==> config.mk <==
export PLATFORM = sky130hd
export DESIGN_NAME = tt_um_jleugeri_ttt_processor_bank
export DESIGN_NICKNAME = d
export VERILOG_FILES = /design/src/rtl/ttt_pkg.sv /design/src/rtl/ttt_token_alu.sv /design/src/rtl/tt_um_jleugeri_ttt_processor_bank.sv
export SDC_FILE = /design/constraint.sdc
export NUM_CORES = 1
export LEC_CHECK = 0
export ABC_AREA = 1
export CELL_PAD_IN_SITES_DETAIL_PLACEMENT = 2
export CELL_PAD_IN_SITES_GLOBAL_PLACEMENT = 2
export CORE_MARGIN = 8
export CORE_UTILIZATION = 38
export DETAILED_ROUTE_END_ITERATION = 16
export MAX_ROUTING_LAYER = met4
export PLACE_DENSITY_LB_ADDON = 0.12
export RECOVER_POWER = 25
export SETUP_SLACK_MARGIN = 0.2
export SLEW_MARGIN = 20
export SYNTH_ARGS = -nofsm -noshare
export SYNTH_HDL_FRONTEND = slang
export SYNTH_SLANG_ARGS = --single-unit
==> constraint.sdc <==
create_clock -name clock_fast -period 23.8 [get_ports clock_fast]
set_input_delay 7.14 -clock clock_fast [delete_from_list [all_inputs] [get_ports clock_fast]]
set_output_delay 7.14 -clock clock_fast [all_outputs]
set_load 0.005 [all_outputs]
==> src/rtl/ttt_pkg.sv <==
// ttt_pkg: shared types for the token/timer processor bank.
//   instr_e : programming instruction codes (unlisted codes act as NOP)
//   event_e : output event codes driven on token_startstop
//   state_e : bank controller FSM states
package ttt_pkg;

    typedef enum logic [2:0] {
        INSTR_NOP          = 3'b000,
        INSTR_SET_START    = 3'b001,
        INSTR_SET_STOP     = 3'b010,
        INSTR_SET_DURATION = 3'b011,
        INSTR_CLEAR        = 3'b100
    } instr_e;

    typedef enum logic [1:0] {
        EV_NONE  = 2'b00,
        EV_START = 2'b01,
        EV_STOP  = 2'b10
    } event_e;

    typedef enum logic [1:0] {
        ST_IDLE,
        ST_UPDATE,
        ST_SWEEP
    } state_e;

endpackage

==> src/rtl/ttt_token_alu.sv <==
// ttt_token_alu: saturating token update plus start/stop threshold compare.
//   i_tokens     current token count
//   i_good/i_bad increment / decrement applied this update
//   i_active     processor currently active
//   i_start_thr  start threshold (inactive -> active when new count >= it)
//   i_stop_thr   stop threshold (active -> inactive when new count < it)
//   o_tokens     new count, clamped to [0, 2^TOKENS_BITS-1]
//   o_start      start event condition
//   o_stop       stop event condition
module ttt_token_alu
    import ttt_pkg::*;
#(
    parameter int NEW_TOKENS_BITS = 8,
    parameter int TOKENS_BITS     = 8
) (
    input  logic [TOKENS_BITS-1:0]     i_tokens,
    input  logic [NEW_TOKENS_BITS-1:0] i_good,
    input  logic [NEW_TOKENS_BITS-1:0] i_bad,
    input  logic                       i_active,
    input  logic [TOKENS_BITS-1:0]     i_start_thr,
    input  logic [TOKENS_BITS-1:0]     i_stop_thr,
    output logic [TOKENS_BITS-1:0]     o_tokens,
    output logic                       o_start,
    output logic                       o_stop
);

    // Two guard bits: one for the carry of the addition, one for the sign.
    localparam int SUM_W = ((TOKENS_BITS > NEW_TOKENS_BITS) ? TOKENS_BITS : NEW_TOKENS_BITS) + 2;

    logic signed [SUM_W-1:0] w_sum;

    assign w_sum = $signed(SUM_W'(i_tokens)) + $signed(SUM_W'(i_good)) - $signed(SUM_W'(i_bad));

    // Negative -> 0; any bit above the counter width -> all ones.
    always_comb begin
        if (w_sum[SUM_W-1]) begin
            o_tokens = '0;
        end else if (|w_sum[SUM_W-2:TOKENS_BITS]) begin
            o_tokens = '1;
        end else begin
            o_tokens = w_sum[TOKENS_BITS-1:0];
        end
    end

    assign o_start = !i_active && (o_tokens >= i_start_thr);
    assign o_stop  = i_active && (o_tokens < i_stop_thr);

endmodule

==> src/rtl/tt_um_jleugeri_ttt_processor_bank.sv <==
// tt_um_jleugeri_ttt_processor_bank: bank of NUM_PROCESSORS token/timer
// processors sharing one update ALU and one output event register.
//   clock_fast, reset           sole clock, async active-high reset
//   tick                        timebase strobe; requests one sweep of all timers
//   hold                        freezes token updates and sweeps
//   in_valid/in_ready, in_id, new_good_tokens, new_bad_tokens
//                               token transfer into one processor
//   prog_valid/prog_ready, prog_id, instruction, prog_data
//                               parameter programming
//   out_valid/out_ready, out_id, token_startstop
//                               start/stop event output (00 when not valid)
module tt_um_jleugeri_ttt_processor_bank
    import ttt_pkg::*;
#(
    parameter int NEW_TOKENS_BITS = 8,
    parameter int TOKENS_BITS     = 8,
    parameter int DURATION_BITS   = 8,
    parameter int NUM_PROCESSORS  = 10,
    parameter int PROG_WIDTH      = 8,
    localparam int PID_W          = $clog2(NUM_PROCESSORS)
) (
    input  logic                       clock_fast,
    input  logic                       reset,
    input  logic                       tick,
    input  logic                       hold,
    input  logic                       in_valid,
    output logic                       in_ready,
    input  logic [PID_W-1:0]           in_id,
    input  logic [NEW_TOKENS_BITS-1:0] new_good_tokens,
    input  logic [NEW_TOKENS_BITS-1:0] new_bad_tokens,
    input  logic                       prog_valid,
    output logic                       prog_ready,
    input  logic [PID_W-1:0]           prog_id,
    input  logic [2:0]                 instruction,
    input  logic [PROG_WIDTH-1:0]      prog_data,
    output logic                       out_valid,
    input  logic                       out_ready,
    output logic [PID_W-1:0]           out_id,
    output logic [1:0]                 token_startstop
);

    localparam logic [PID_W:0]   NUM_P  = (PID_W+1)'(NUM_PROCESSORS);
    localparam logic [PID_W-1:0] LAST_P = PID_W'(NUM_PROCESSORS - 1);

    // Per-processor state and parameters
    logic [TOKENS_BITS-1:0]     r_tokens    [NUM_PROCESSORS];
    logic [DURATION_BITS-1:0]   r_remaining [NUM_PROCESSORS];
    logic                       r_active    [NUM_PROCESSORS];
    logic [TOKENS_BITS-1:0]     r_start_thr [NUM_PROCESSORS];
    logic [TOKENS_BITS-1:0]     r_stop_thr  [NUM_PROCESSORS];
    logic [DURATION_BITS-1:0]   r_duration  [NUM_PROCESSORS];

    // Controller state
    state_e                     r_state;
    logic                       r_pending;
    logic [PID_W-1:0]           r_upd_id;
    logic [NEW_TOKENS_BITS-1:0] r_upd_good;
    logic [NEW_TOKENS_BITS-1:0] r_upd_bad;
    logic [PID_W-1:0]           r_sweep_idx;
    logic                       r_out_valid;
    logic [PID_W-1:0]           r_out_id;
    event_e                     r_out_code;

    logic                       w_out_free;
    logic                       w_in_fire;
    logic                       w_prog_fire;
    logic                       w_prog_id_ok;
    logic                       w_upd_id_ok;
    logic                       w_start_sweep;
    logic                       w_sweep_step;
    logic [TOKENS_BITS-1:0]     w_new_tokens;
    logic                       w_do_start;
    logic                       w_do_stop;

    assign w_out_free   = !r_out_valid || out_ready;
    assign in_ready     = !reset && (r_state == ST_IDLE) && !hold && !r_pending && w_out_free;
    assign prog_ready   = !reset && (r_state == ST_IDLE);
    assign w_in_fire    = in_valid && in_ready;
    assign w_prog_fire  = prog_valid && prog_ready;
    assign w_prog_id_ok = {1'b0, prog_id} < NUM_P;
    assign w_upd_id_ok  = {1'b0, r_upd_id} < NUM_P;

    // in_ready already excludes a set pending flag, so a transfer can only
    // win against a tick in the very cycle that tick arrives.
    assign w_start_sweep = (r_state == ST_IDLE) && r_pending && !hold && !w_in_fire && w_out_free;
    assign w_sweep_step  = (r_state == ST_SWEEP) && !hold && w_out_free;

    assign out_valid       = r_out_valid;
    assign out_id          = r_out_id;
    assign token_startstop = r_out_valid ? r_out_code : EV_NONE;

    ttt_token_alu #(
        .NEW_TOKENS_BITS(NEW_TOKENS_BITS),
        .TOKENS_BITS    (TOKENS_BITS)
    ) u_alu (
        .i_tokens   (r_tokens[r_upd_id]),
        .i_good     (r_upd_good),
        .i_bad      (r_upd_bad),
        .i_active   (r_active[r_upd_id]),
        .i_start_thr(r_start_thr[r_upd_id]),
        .i_stop_thr (r_stop_thr[r_upd_id]),
        .o_tokens   (w_new_tokens),
        .o_start    (w_do_start),
        .o_stop     (w_do_stop)
    );

    always_ff @(posedge clock_fast or posedge reset) begin
        if (reset) begin
            r_tokens    <= '{default: '0};
            r_remaining <= '{default: '0};
            r_active    <= '{default: 1'b0};
            r_start_thr <= '{default: '0};
            r_stop_thr  <= '{default: '0};
            r_duration  <= '{default: '0};
            r_state     <= ST_IDLE;
            r_pending   <= 1'b0;
            r_upd_id    <= '0;
            r_upd_good  <= '0;
            r_upd_bad   <= '0;
            r_sweep_idx <= '0;
            r_out_valid <= 1'b0;
            r_out_id    <= '0;
            r_out_code  <= EV_NONE;
        end else begin
            // Drain the output register; a new event below overrides this.
            if (r_out_valid && out_ready) begin
                r_out_valid <= 1'b0;
                r_out_code  <= EV_NONE;
            end

            // The flag is consumed when its sweep starts, so a tick arriving
            // during that sweep queues exactly one follow-up sweep.
            if (tick) begin
                r_pending <= 1'b1;
            end else if (w_start_sweep) begin
                r_pending <= 1'b0;
            end

            if (w_prog_fire && w_prog_id_ok) begin
                case (instruction)
                    INSTR_SET_START:    r_start_thr[prog_id] <= TOKENS_BITS'(prog_data);
                    INSTR_SET_STOP:     r_stop_thr[prog_id]  <= TOKENS_BITS'(prog_data);
                    INSTR_SET_DURATION: r_duration[prog_id]  <= DURATION_BITS'(prog_data);
                    INSTR_CLEAR: begin
                        r_tokens[prog_id]    <= '0;
                        r_remaining[prog_id] <= '0;
                        r_active[prog_id]    <= 1'b0;
                    end
                    default: ;
                endcase
            end

            case (r_state)
                ST_IDLE: begin
                    if (w_in_fire) begin
                        r_upd_id   <= in_id;
                        r_upd_good <= new_good_tokens;
                        r_upd_bad  <= new_bad_tokens;
                        r_state    <= ST_UPDATE;
                    end else if (w_start_sweep) begin
                        r_sweep_idx <= '0;
                        r_state     <= ST_SWEEP;
                    end
                end

                ST_UPDATE: begin
                    if (!hold) begin
                        if (w_upd_id_ok) begin
                            r_tokens[r_upd_id] <= w_new_tokens;
                            if (w_do_start) begin
                                r_active[r_upd_id]    <= 1'b1;
                                r_remaining[r_upd_id] <= r_duration[r_upd_id];
                                r_out_valid           <= 1'b1;
                                r_out_id              <= r_upd_id;
                                r_out_code            <= EV_START;
                            end else if (w_do_stop) begin
                                r_active[r_upd_id] <= 1'b0;
                                r_out_valid        <= 1'b1;
                                r_out_id           <= r_upd_id;
                                r_out_code         <= EV_STOP;
                            end
                        end
                        r_state <= ST_IDLE;
                    end
                end

                ST_SWEEP: begin
                    if (w_sweep_step) begin
                        if (r_active[r_sweep_idx]) begin
                            if (r_remaining[r_sweep_idx] > DURATION_BITS'(1)) begin
                                r_remaining[r_sweep_idx] <= r_remaining[r_sweep_idx] - DURATION_BITS'(1);
                            end else begin
                                r_active[r_sweep_idx]    <= 1'b0;
                                r_remaining[r_sweep_idx] <= '0;
                                r_out_valid              <= 1'b1;
                                r_out_id                 <= r_sweep_idx;
                                r_out_code               <= EV_STOP;
                            end
                        end
                        if (r_sweep_idx == LAST_P) begin
                            r_state <= ST_IDLE;
                        end else begin
                            r_sweep_idx <= r_sweep_idx + PID_W'(1);
                        end
                    end
                end

                default: r_state <= ST_IDLE;
            endcase
        end
    end

endmodule

-- Word level (Yosys, flattened, before mapping)
Index checks and enable logic that the tools add are counted.
Widths: inputs -> output; s select.
- $add $sub $neg: 4
- order comparisons: 11
- eq/ne operators: 18
- multiplexer cells: 105
- bitwise gates (word level): 15
- reduce and logical (&&, ||, !) cells: 37
- operator list (operator ; number):
    $mux 80 ; 13
    $bwmux 80 ; 6
    $and 80x80->80 ; 3
    $bmux 8 s4 ; 5
    $not 80->80 ; 2
    $pmux 80 s2 ; 1
    $mux 8 ; 15
    $demux 8 s4 ; 3
    $mux 10 ; 9
    $mux 4 ; 11
    $and 10x10->10 ; 3
    $not 10->10 ; 3
    $mux 2 ; 14
    $pmux 10 s2 ; 1
    $logic_and 1x1->1 ; 19
    $mux 1 ; 17
    $pmux 4 s2 ; 2
    $ge 5x5->1 const B ; 3
    $lt 5x1->1 const B ; 3
    $not 4->5 ; 3
    $ne 2x2->1 const B ; 7
    $demux 1 s4 ; 3
    $or 10x10->10 ; 1
    $sub 10x9->10 ; 1
    other kinds (28) ; 42
- register bits: 444
- input port bits: 42
- logic and storage cells: 259

-- Depth between registers and ports, before layout
Gate-level depths: netlist of run 1.
- depth in word-level cells: 15
- gate-level depth with buffers: 48

-- By module
Synthesis of run 1 repeated with hierarchy kept, for this count alone.
- cells, all modules: 3227
- area total of the unflattened synthesis: 24349.6 µm²
- by module, submodules not included (module ; instances ; cells each ; area an instance (µm²) ; sequential area each (µm²)):
    tt_um_jleugeri_ttt_processor_bank ; 1 ; 3048 ; 23221.0 ; 11110.7
    ttt_token_alu ; 1 ; 179 ; 1128.6 ; 0.0

-- Worst setup path before layout of run 1
OpenSTA, ideal clock, no wires.
- kind: in2out
- start point: input out_ready
- end point: output in_ready
- arrival time: 7896 ps
- required time: 16660 ps
- path slack: 8764 ps
- stages on the path: 5
- cells stage by stage: nor2_1 -> nor2_2 -> inv_1 -> clkbuf_1 -> nor4_1
- cells in the longest elaborated chain, start to end: 2
- RTL lines (element ; RTL line ; source):
    start: declaration ; tt_um_jleugeri_ttt_processor_bank.sv:37 ; input logic out_ready,
    $logic_or 1x1->1 ; tt_um_jleugeri_ttt_processor_bank.sv:75 ; assign w_out_free = !r_out_valid || out_ready;
    $logic_and 1x1->1 ; tt_um_jleugeri_ttt_processor_bank.sv:76 ; assign in_ready = !reset && (r_state == ST_IDLE) && !hold && !r_pending && w_out_free;
    end: declaration ; tt_um_jleugeri_ttt_processor_bank.sv:27 ; output logic in_ready,
No other way between the ends.

-- Final worst setup path of run 1
Same ends and word-level chain as after synthesis.

==> metrics.log, run 1 <==
INFO  metric run_status = complete, but fails checks
INFO  metric violations = max-capacitance violations, max-slew violations
INFO  metric timing.hold.ws = 0.486 ns
INFO  metric drt_drc_violations_left = 0
INFO  metric grt.total_usage = 30.3%
INFO  metric seq_area_frac_synth = 46.1%
INFO  metric grt_start_max_net_pins = 180
INFO  metric port-buffer-count = 50
INFO  metric grt_pass1_wl = 163 mm
INFO  metric drv_cap = 3
INFO  metric layout.nets = 3150
INFO  metric postSynthNetCount = 3204
INFO  metric ctsRootBufferMaster = sky130_fd_sc_hd__clkbuf_16
INFO  metric drtPass1Iterations = 5
INFO  metric std_cell_rows = 92
INFO  metric number_of_enable_type_register_cells_in_the_synthesized_netlist = 0
INFO  metric multiInputGateArea = 11400 um2
INFO  metric layout-drive-gt1-share = 6.21%
INFO  metric number_of_sinks_driven_by_the_clock_tree = 444
INFO  metric synthToLayoutAreaGrowth = 12.2%
INFO  metric drt_first_iter_violations = 1443
INFO  metric cts.repair_timing.setup_buffer_count = 0
INFO  metric postSynth.asyncResetShare = 100%
INFO  metric ir_worst_vdd = 0.0677 mV
INFO  metric synth-seq-cells = 444
INFO  metric post-route-min-period = 17.06 ns
INFO  metric critical_path_class = in -> out
INFO  metric cts_resized = 0
INFO  metric chipHeight = 268 um
INFO  metric fill_cells = 7180
INFO  metric cts-hold-fix-buffers = 0
INFO  metric ys_warn_count = 0
INFO  metric rsz0062_at_grt = false
INFO  metric core_region_area = 62900 um2
INFO  metric dieWidth = 268 um
INFO  metric mappedNetlistArea = 24100 um2
INFO  metric cp-end-kind = primary output
INFO  metric timing.final.crit_share = 71.7%
INFO  metric syn-mean-instance-area = 7.72 um2
INFO  metric fin_worst_skew = 0.0454 ns
INFO  metric critical_path.cell_chain = dlygate4sd3_1, nor2_1, nor2_1, inv_1, clkbuf_1, nor4_1, clkdlybuf4s50_1
INFO  metric htreeDepth = 2
INFO  metric path_common_cell = sky130_fd_sc_hd__nor2_1
INFO  metric global_route.overflow_total = 0
INFO  metric fmaxAchievable = 58.6 MHz
INFO  metric report.final.setup_viol = 0
INFO  metric floorplan.die_area = 71700 um2
INFO  metric slew_headroom = -327%
INFO  metric crit_path_start_kind = input pin
INFO  metric routed_wirelength = 106 mm
INFO  metric crit_path_max_fanout = 11
INFO  metric drt.antenna.violating_nets = 0
INFO  metric hp-class = reg -> reg
INFO  metric clk_pin_slew_worst_paths = 0.06 ns
INFO  metric antenna_violations_before_repair = 1
INFO  metric io-pin-count = 51
INFO  metric slew_of_the_pin_with_the_lowest_slew_margin = 6.37 ns
INFO  metric synth.distinct_cells = 55
INFO  metric finalMaxSlewViolations = 226
INFO  metric cts.path.max_buffers = 3
INFO  metric worst-endpoint-required = 16.66 ns
INFO  metric cpMaxStageDelayCell = sky130_fd_sc_hd__dlygate4sd3_1
INFO  metric critical_path_buf_inv_count = 4
INFO  metric worst_skew_pair.late_latency = 0.64 ns
INFO  metric first_global_vias = 26500
INFO  metric critical-path-max-stage-delay = 0.72 ns
INFO  metric static-leakage-power = 12.2 nW
INFO  metric place.gp.congestion = 0.910
INFO  metric cpLargestDelayFamily = buffers and inverters
INFO  metric cts_inserted_buffers = 55
INFO  metric start_util = 38.3%
INFO  metric tritoncts = built
INFO  metric route.detailed.wl_per_inst = 26.9 um
INFO  metric post_drt_via_cell_ratio = 6.08
INFO  metric ff_latch_area = 11100 um2
INFO  metric cellPowerDensity = 123 nW/um2
INFO  metric worstPathArrival = 9.92 ns
INFO  metric final.setup.tns = 0 ns
INFO  metric post_syn_instances = 3121
INFO  metric synth_ff_type = sky130_fd_sc_hd__dfrtp_1
INFO  metric finalHoldViolations = 0
INFO  metric vias = 24100
INFO  metric hpwlAfterDp = 71.0 mm
## worst register-to-register path, delay by kind of cell, from the launching register on
family                     cells  cell delay, ns
AOI/OAI and AO/OA              9            1.31
buffers and inverters         10            2.14
adders and majority gates      4            1.28
and+or+nand+nor               17            3.16
DFF                            1            0.49
xor gates and xnor gates       1            0.16
## layout by cell type (no fill, tap or decap), drive strengths merged, types with 27 or more instances in the layout
master,instances
nand2,809
clkdlybuf4s50,40
ha,39
a21oi,240
buf,29
dfrtp,444
nand3,173
o22ai,63
clkbuf,85
nor2,139
a31oi,27
a22oi,108
o21ai,533
nor3,31
inv,211
## per-layer routing
layer,vias up,track usage [%],wire [um]
met5,-,-,0
met4,0,10.6,3600
met3,228,3.97,5540
met2,652,49.2,50700
met1,12700,38.8,46400
li1,10500,-,-
## registers in the layout, summed over array words and instances, names as in the netlist, 8 cells and up
name         cells
r_active        10
r_duration      80
r_remaining     80
r_start_thr     80
r_stop_thr      80
r_tokens        80
r_upd_bad        8
r_upd_good       8
## path summary, 6_finish.rpt
kind	end	from	cells after the start	slack, ns
min in group asynchronous	out_id[2]$_DFFE_PP0P_	reset	2	9.03
worst min register to register	r_stop_thr[30]$_DFFE_PP0P_	r_stop_thr[30]$_DFFE_PP0P_	2	0.49
max in group asynchronous	r_start_thr[58]$_DFFE_PP0P_	reset	4	9.04
worst max-delay path	in_ready	out_ready	7	6.74
worst min-delay path	r_stop_thr[30]$_DFFE_PP0P_	r_stop_thr[30]$_DFFE_PP0P_	2	0.49
worst max register to register	r_remaining[38]$_DFF_PP0_	r_upd_id[1]$_DFFE_PP0P_	41	15.12
## cells in the mapped netlist, types with 21 or more instances
library cell	count	area share, %
sky130_fd_sc_hd__nand2_1	804	13
sky130_fd_sc_hd__o21ai_0	507	11
sky130_fd_sc_hd__dfrtp_1	444	46
sky130_fd_sc_hd__a21oi_1	240	5.0
sky130_fd_sc_hd__inv_1	192	3.0
sky130_fd_sc_hd__nand3_1	168	3.5
sky130_fd_sc_hd__clkbuf_1	150	2.3
sky130_fd_sc_hd__nor2_1	118	1.8
sky130_fd_sc_hd__a22oi_1	108	3.4
sky130_fd_sc_hd__o22ai_1	63	1.6
sky130_fd_sc_hd__ha_1	39	2.0
sky130_fd_sc_hd__nor3_1	31	0.64
sky130_fd_sc_hd__a31oi_1	27	0.70
sky130_fd_sc_hd__o21ai_1	26	0.54
sky130_fd_sc_hd__inv_2	23	0.36
sky130_fd_sc_hd__buf_2	21	0.44
## cells by family after synthesis
logic type	count (synthesis)	synth area share [%]
DFF	444	46.1
buffers and inverters	411	6.70
and+or+nand+nor	1177	20.3
muxes	8	0.374
AOI/OAI and AO/OA	1022	23.5
adders and majority gates	41	2.19
xor gates and xnor gates	18	0.748
## cell type report
class                   count  share of cell area [%]
diodes                      1                 0.00925
clock buffers              82                    6.09
clock inverters            17                    1.00
inverters                 218                    3.03
multi-input cells        2266                    42.1
flip-flops and latches    444                    41.1
well taps                 846                    3.91
repair buffers             82                    2.74
## report_power, final
| group | switching [mW] | internal (mW) | total [mW] |
|---|---|---|---|
| sequential | 0.0765 | 0.863 | 0.940 |
| combinational | 1.11 | 0.386 | 1.50 |
| clock | 0.358 | 0.533 | 0.891 |
| total | 1.55 | 1.78 | 3.33 |
## through the flow
step                      instances  util (%)  power, mW  cell area (um2)  setup WS (ns)
after detailed placement       3856      40.0       2.41            25100           7.21
final                          3956      43.0       3.33            27000           6.74
after floorplan                3121         -       1.84            24100           4.29
after global routing           3956      43.0       3.49            27000           6.63
after global placement         3855      40.0       2.33            25100           7.36
after CTS                      3955      43.1       3.32            27100           7.20
Power figures use the tool's default switching activity.
==> run 2, diff against run 1 <==
==> constraint.sdc (replaced) <==
create_clock -name clock_fast -period 17.35 [get_ports clock_fast]
set_input_delay 5.205 -clock clock_fast [delete_from_list [all_inputs] [get_ports clock_fast]]
set_output_delay 5.205 -clock clock_fast [all_outputs]
set_load 0.005 [all_outputs]
==> metrics.log, run 2 (synthesis gave the netlist of run 1 again) <==
INFO  metric number_of_sinks_driven_by_the_clock_tree = 444
INFO  metric internal_power = 2.45 mW
INFO  metric worst-endpoint-required = 12.14 ns
INFO  metric clk_pin_slew_worst_paths = 0.06 ns
INFO  metric dieWidth = 268 um
INFO  metric timing.final.crit_share = 73.6%
INFO  metric clockPowerShare = 26.8%
INFO  metric vias = 24000
INFO  metric final.setup.tns = 0 ns
INFO  metric cpMaxStageDelayCell = sky130_fd_sc_hd__clkdlybuf4s50_1
INFO  metric grt_pass1_wl = 162 mm
INFO  metric synthToLayoutAreaGrowth = 12.4%
INFO  metric slew_headroom = -83.7%
INFO  metric routed_wirelength = 105 mm
INFO  metric slew_of_the_pin_with_the_lowest_slew_margin = 2.76 ns
INFO  metric cts.repair_timing.setup_buffer_count = 0
INFO  metric drt_first_iter_violations = 1530
INFO  metric most-common-layout-cells = sky130_fd_sc_hd__nand2_1 (803), sky130_fd_sc_hd__o21ai_0 (506), sky130_fd_sc_hd__dfrtp_1 (444)
INFO  metric dp_cells = 3859
INFO  metric worst_skew_pair.late_latency = 0.63 ns
INFO  metric floorplan.die_area = 71700 um2
INFO  metric drt_drc_violations_left = 0
INFO  metric grt_start_max_net_pins = 170
INFO  metric cts_resized = 0
INFO  metric crit_path_start_kind = input pin
INFO  metric combinationalPowerShare = 45.1%
INFO  metric worstHoldEndpoint = r_start_thr[11]$_DFFE_PP0P_
INFO  metric static-leakage-power = 12.2 nW
INFO  metric report.final.setup_viol = 0
INFO  metric std_cell_rows = 92
INFO  metric hold_startpoint = r_start_thr[11]$_DFFE_PP0P_
INFO  metric drv_cap = 2
INFO  metric layout.nets = 3153
INFO  metric hpwlAfterDp = 70.2 mm
INFO  metric power = 4.57 mW
INFO  metric port-buffer-count = 50
INFO  metric cp-end-kind = primary output
INFO  metric ir_worst_vdd = 0.103 mV
INFO  metric hold_path_depth = 2
INFO  metric grt.total_usage = 30.0%
INFO  metric critical-path-max-stage-delay = 0.62 ns
INFO  metric critical_path.cell_chain = clkdlybuf4s50_1, nor2_1, nor2_1, inv_1, buf_4, nor4_1, clkdlybuf4s50_1
INFO  metric post_drt_via_cell_ratio = 6.06
INFO  metric io-pin-count = 51
INFO  metric finalMaxSlewViolations = 79
INFO  metric chipHeight = 268 um
INFO  metric tritoncts = built
INFO  metric crit_path_max_fanout = 11
INFO  metric drt.antenna.violating_nets = 0
INFO  metric cts-hold-fix-buffers = 0
INFO  metric core_region_area = 62900 um2
INFO  metric start_util = 38.3%
INFO  metric global_route.overflow_total = 0
INFO  metric htreeDepth = 2
INFO  metric worstPathArrival = 7.56 ns
INFO  metric fmaxAchievable = 78.3 MHz
INFO  metric rsz0062_at_grt = false
INFO  metric rr_worst_depth = 44
INFO  metric hp-class = reg -> reg
INFO  metric ctsRootBufferMaster = sky130_fd_sc_hd__clkbuf_16
INFO  metric critical_path_class = in -> out
INFO  metric run_status = complete, but fails checks
INFO  metric instances_no_fill = 3961
INFO  metric drtPass1Iterations = 5
INFO  metric sw_frac_of_total = 46.4%
INFO  metric violations = max-capacitance violations, max-slew violations
INFO  metric place.gp.congestion = 0.920
INFO  metric sequentialPowerShare = 28.1%
INFO  metric antenna_violations_before_repair = 1
INFO  metric fin_worst_skew = 0.0445 ns
INFO  metric cpLargestDelayFamily = buffers and inverters
INFO  metric timing.hold.ws = 0.485 ns
INFO  metric cts_inserted_buffers = 54
INFO  metric critical_path_buf_inv_count = 4
INFO  metric p_sw = 2.12 mW
INFO  metric post-route-min-period = 12.77 ns
INFO  metric reg_to_reg_slack_setup = 8.82 ns
INFO  metric first_global_vias = 26600
INFO  metric finalHoldViolations = 0
INFO  metric mostFrequentLayoutCell = sky130_fd_sc_hd__nand2_1
INFO  metric layout-drive-gt1-share = 6.55%
INFO  metric worstReg2RegStart = r_upd_id[1]$_DFFE_PP0P_
INFO  metric cts.path.max_buffers = 3
INFO  metric cellPowerDensity = 169 nW/um2
INFO  metric reg2reg_to = r_remaining[38]$_DFF_PP0_
INFO  metric route.detailed.wl_per_inst = 26.6 um
## run 2: cell count changes in the layout (fill, tap and decap cells not counted), sizes merged
cell           delta
clkdlybuf4s50     +5
clkinvlp          -2
buf               +6
clkbuf           -12
bufinv            +3
dlygate4sd3       -5
inv               +3
clkinv            +7
## run 2: layout make-up
cell class              count  area [um2]
clock buffers              72        1520
diodes                      1        2.50
inverters                 218         820
flip-flops and latches    444       11100
fillers                  7060       35800
clock inverters            28         378
repair buffers             86         801
well taps                 846        1060
multi-input cells        2266       11400
## run 2: worst min-delay path, stage by stage (launching register included)
cell and delay, ns:
sky130_fd_sc_hd__dfrtp_1 0.34, sky130_fd_sc_hd__nand2_1 0.05, sky130_fd_sc_hd__o21ai_0 0.06
## run 2: worst max-delay path by stage
stage | slack (ns) | depth (start not counted) | endpoint | from
detailed placement | 4.76 | 7 | in_ready | out_ready
CTS | 4.75 | 7 | in_ready | out_ready
finish | 4.58 | 7 | in_ready | out_ready
global placement | 4.75 | 7 | in_ready | out_ready
global route | 4.47 | 7 | in_ready | out_ready
floorplan | 6.14 | 1 | out_id[0]$_DFFE_PP0P_ | reset
## run 2: routing by layer
layer	GRT usage, %	up-vias	part of all wire (%)
li1	-	10500	-
met1	38.1	12600	44
met3	4.19	214	5.3
met2	49.0	630	48
met5	-	-	0
met4	10.1	0	3.2
## run 2: power by group through the flow
stage	clock [mW]	combinational (mW)	sequential, mW
floorplan	0	1.26	1.26
global placement	0	1.90	1.29
detailed placement	0	2.00	1.30
CTS	1.24	2.02	1.28
global route	1.28	2.20	1.30
finish	1.22	2.06	1.28
## run 2: metrics by stage
step	cell area, um2	worst slack, ns	util, %
finish	27100	4.58	43.1
global route	27100	4.47	43.1
CTS	27100	4.75	43.1
detailed placement	25200	4.76	40.1
global placement	25200	4.75	40.0
floorplan	24100	6.14	-
==> run 3, diff against run 2 <==
--- a/config.mk
+++ b/config.mk
@@ -9,7 +9,7 @@
 export CELL_PAD_IN_SITES_DETAIL_PLACEMENT = 2
 export CELL_PAD_IN_SITES_GLOBAL_PLACEMENT = 2
 export CORE_MARGIN = 8
-export CORE_UTILIZATION = 38
+export CORE_UTILIZATION = 34
 export DETAILED_ROUTE_END_ITERATION = 16
 export MAX_ROUTING_LAYER = met4
 export PLACE_DENSITY_LB_ADDON = 0.12
==> constraint.sdc (replaced) <==
create_clock -name clock_fast -period 10.7 [get_ports clock_fast]
set_input_delay 3.21 -clock clock_fast [delete_from_list [all_inputs] [get_ports clock_fast]]
set_output_delay 3.21 -clock clock_fast [all_outputs]
set_load 0.005 [all_outputs]
==> metrics.log, run 3 (synthesis gave the netlist of run 1 again) <==
INFO  metric run_status = complete, but fails checks
INFO  metric violations = max-capacitance violations, max-slew violations
INFO  metric cts.repair_timing.setup_buffer_count = 0
INFO  metric cts_resized = 0
INFO  metric ir_worst_vdd = 0.207 mV
INFO  metric final_cell_area = 27200 um2
INFO  metric hpwlAfterDp = 71.6 mm
INFO  metric power = 7.36 mW
INFO  metric route.detailed.wl_per_inst = 26.0 um
INFO  metric post_drt_via_cell_ratio = 5.84
INFO  metric first_global_vias = 26200
INFO  metric std_cell_rows = 97
INFO  metric drt_first_iter_violations = 1547
INFO  metric post-route-min-period = 9.00 ns
INFO  metric cellPowerDensity = 271 nW/um2
INFO  metric tritoncts = built
INFO  metric critical_path_buf_inv_count = 3
INFO  metric fin_worst_skew = 0.0249 ns
INFO  metric cts_inserted_buffers = 55
INFO  metric worst-endpoint-required = 7.49 ns
INFO  metric routed_wirelength = 106 mm
INFO  metric slew_headroom = -191%
INFO  metric start_util = 34.4%
INFO  metric final.setup.tns = 0 ns
INFO  metric grt.total_usage = 27.1%
INFO  metric chipHeight = 282 um
INFO  metric cpMaxStageDelayCell = sky130_fd_sc_hd__clkdlybuf4s50_1
INFO  metric fill_cells = 8075
INFO  metric cpLargestDelayFamily = buffers and inverters
INFO  metric core_region_area = 70100 um2
INFO  metric grt_pass1_wl = 163 mm
INFO  metric crit_path_max_fanout = 11
INFO  metric port-buffer-count = 50
INFO  metric cts-hold-fix-buffers = 0
INFO  metric htreeDepth = 2
INFO  metric drt.antenna.violating_nets = 0
INFO  metric timing.final.crit_share = 84.1%
INFO  metric drv_cap = 4
INFO  metric crit_path_start_kind = input pin
INFO  metric global_route.overflow_total = 0
INFO  metric critical_path.cell_chain = clkdlybuf4s50_1, nor2_1, nor2_1, inv_1, nor4_1, clkdlybuf4s50_1
INFO  metric hp-class = reg -> reg
INFO  metric place.gp.congestion = 0.914
INFO  metric cts.path.max_buffers = 3
INFO  metric rsz0062_at_grt = false
INFO  metric antenna_cells_inserted = 0
INFO  metric vias = 23700
INFO  metric ctsRootBufferMaster = sky130_fd_sc_hd__clkbuf_16
INFO  metric critical-path-max-stage-delay = 0.60 ns
INFO  metric static-leakage-power = 12.2 nW
INFO  metric floorplan.die_area = 79600 um2
INFO  metric placedInstanceArea = 25300 um2
INFO  metric number_of_sinks_driven_by_the_clock_tree = 444
INFO  metric clk_pin_slew_worst_paths = 0.06 ns
INFO  metric dieWidth = 282 um
INFO  metric fmaxAchievable = 111 MHz
INFO  metric worst_skew_pair.late_latency = 0.62 ns
INFO  metric io-pin-count = 51
INFO  metric cp-end-kind = primary output
INFO  metric slew_of_the_pin_with_the_lowest_slew_margin = 4.37 ns
INFO  metric synthToLayoutAreaGrowth = 12.7%
INFO  metric report.final.setup_viol = 0
INFO  metric timing.hold.ws = 0.486 ns
INFO  metric mostFrequentLayoutCell = sky130_fd_sc_hd__nand2_1
INFO  metric critical_path_class = in -> out
INFO  metric antenna_violations_before_repair = 1
INFO  metric most-common-layout-cells = sky130_fd_sc_hd__nand2_1 (804), sky130_fd_sc_hd__o21ai_0 (507), sky130_fd_sc_hd__dfrtp_1 (443)
INFO  metric drtPass1Iterations = 5
INFO  metric layout-drive-gt1-share = 6.61%
INFO  metric finalHoldViolations = 0
INFO  metric finalMaxSlewViolations = 309
INFO  metric grt_start_max_net_pins = 152
INFO  metric worstPathArrival = 5.79 ns
INFO  metric ff_latch_area = 11100 um2
INFO  metric multiInputGateArea = 11400 um2
INFO  metric drt_drc_violations_left = 0
INFO  metric layout.nets = 3160
-- run 3: metal layers --
metal / up-vias / GRT usage [%] / wire [um] / share of wire, %
met5: - / - / 0 / 0
met4: 0 / 7.90 / 3010 / 2.8
met3: 184 / 3.46 / 4930 / 4.7
met2: 565 / 44.0 / 49900 / 47
met1: 12400 / 35.5 / 47700 / 45
li1: 10500 / - / - / -
-- run 3: metrics by stage --
step	utilization [%]	std cells	setup WS [ns]
after CTS	38.7	4057	1.99
after global placement	36.1	3960	2.03
after global routing	38.7	4057	0.944
final	38.7	4057	1.70
after detailed placement	36.1	3960	2.00
after floorplan	-	3121	1.49
-- run 3: area by class of cell --
class	instances	share of cell area, %
repair buffers	92	3.01
multi-input cells	2266	42.0
well taps	940	4.33
flip-flops and latches	444	40.9
clock inverters	19	0.848
clock buffers	78	5.90
inverters	218	3.02
-- run 3: path summary, 6_finish.rpt --
check / from / end / slack (ns) / cells after the start
worst min-delay path: r_start_thr[53]$_DFFE_PP0P_ / r_start_thr[53]$_DFFE_PP0P_ / 0.49 / 2
max in group asynchronous: reset / r_sweep_idx[0]$_DFFE_PP0P_ / 1.87 / 3
worst max register to register: r_upd_id[0]$_DFFE_PP0P_ / r_remaining[38]$_DFF_PP0_ / 2.70 / 43
worst max-delay path: out_ready / in_ready / 1.70 / 6
worst min register to register: r_start_thr[53]$_DFFE_PP0P_ / r_start_thr[53]$_DFFE_PP0P_ / 0.49 / 2
min in group asynchronous: reset / r_tokens[37]$_DFF_PP0_ / 3.62 / 2
-- run 3: worst register-to-register path, delay by kind of cell (launching register included) --
| family | cells | cell delay (ns) |
|---|---|---|
| AOI/OAI and AO/OA | 14 | 2.02 |
| and+or+nand+nor | 16 | 2.54 |
| xor gates and xnor gates | 1 | 0.14 |
| DFF | 1 | 0.55 |
| adders and majority gates | 3 | 0.92 |
| buffers and inverters | 9 | 1.75 |
-- run 3: where the power goes --
| part | internal (mW) | switching (mW) | total, mW |
|---|---|---|---|
| combinational | 0.866 | 2.48 | 3.35 |
| sequential | 1.92 | 0.172 | 2.09 |
| clock | 1.13 | 0.783 | 1.92 |
| total | 3.92 | 3.44 | 7.36 |
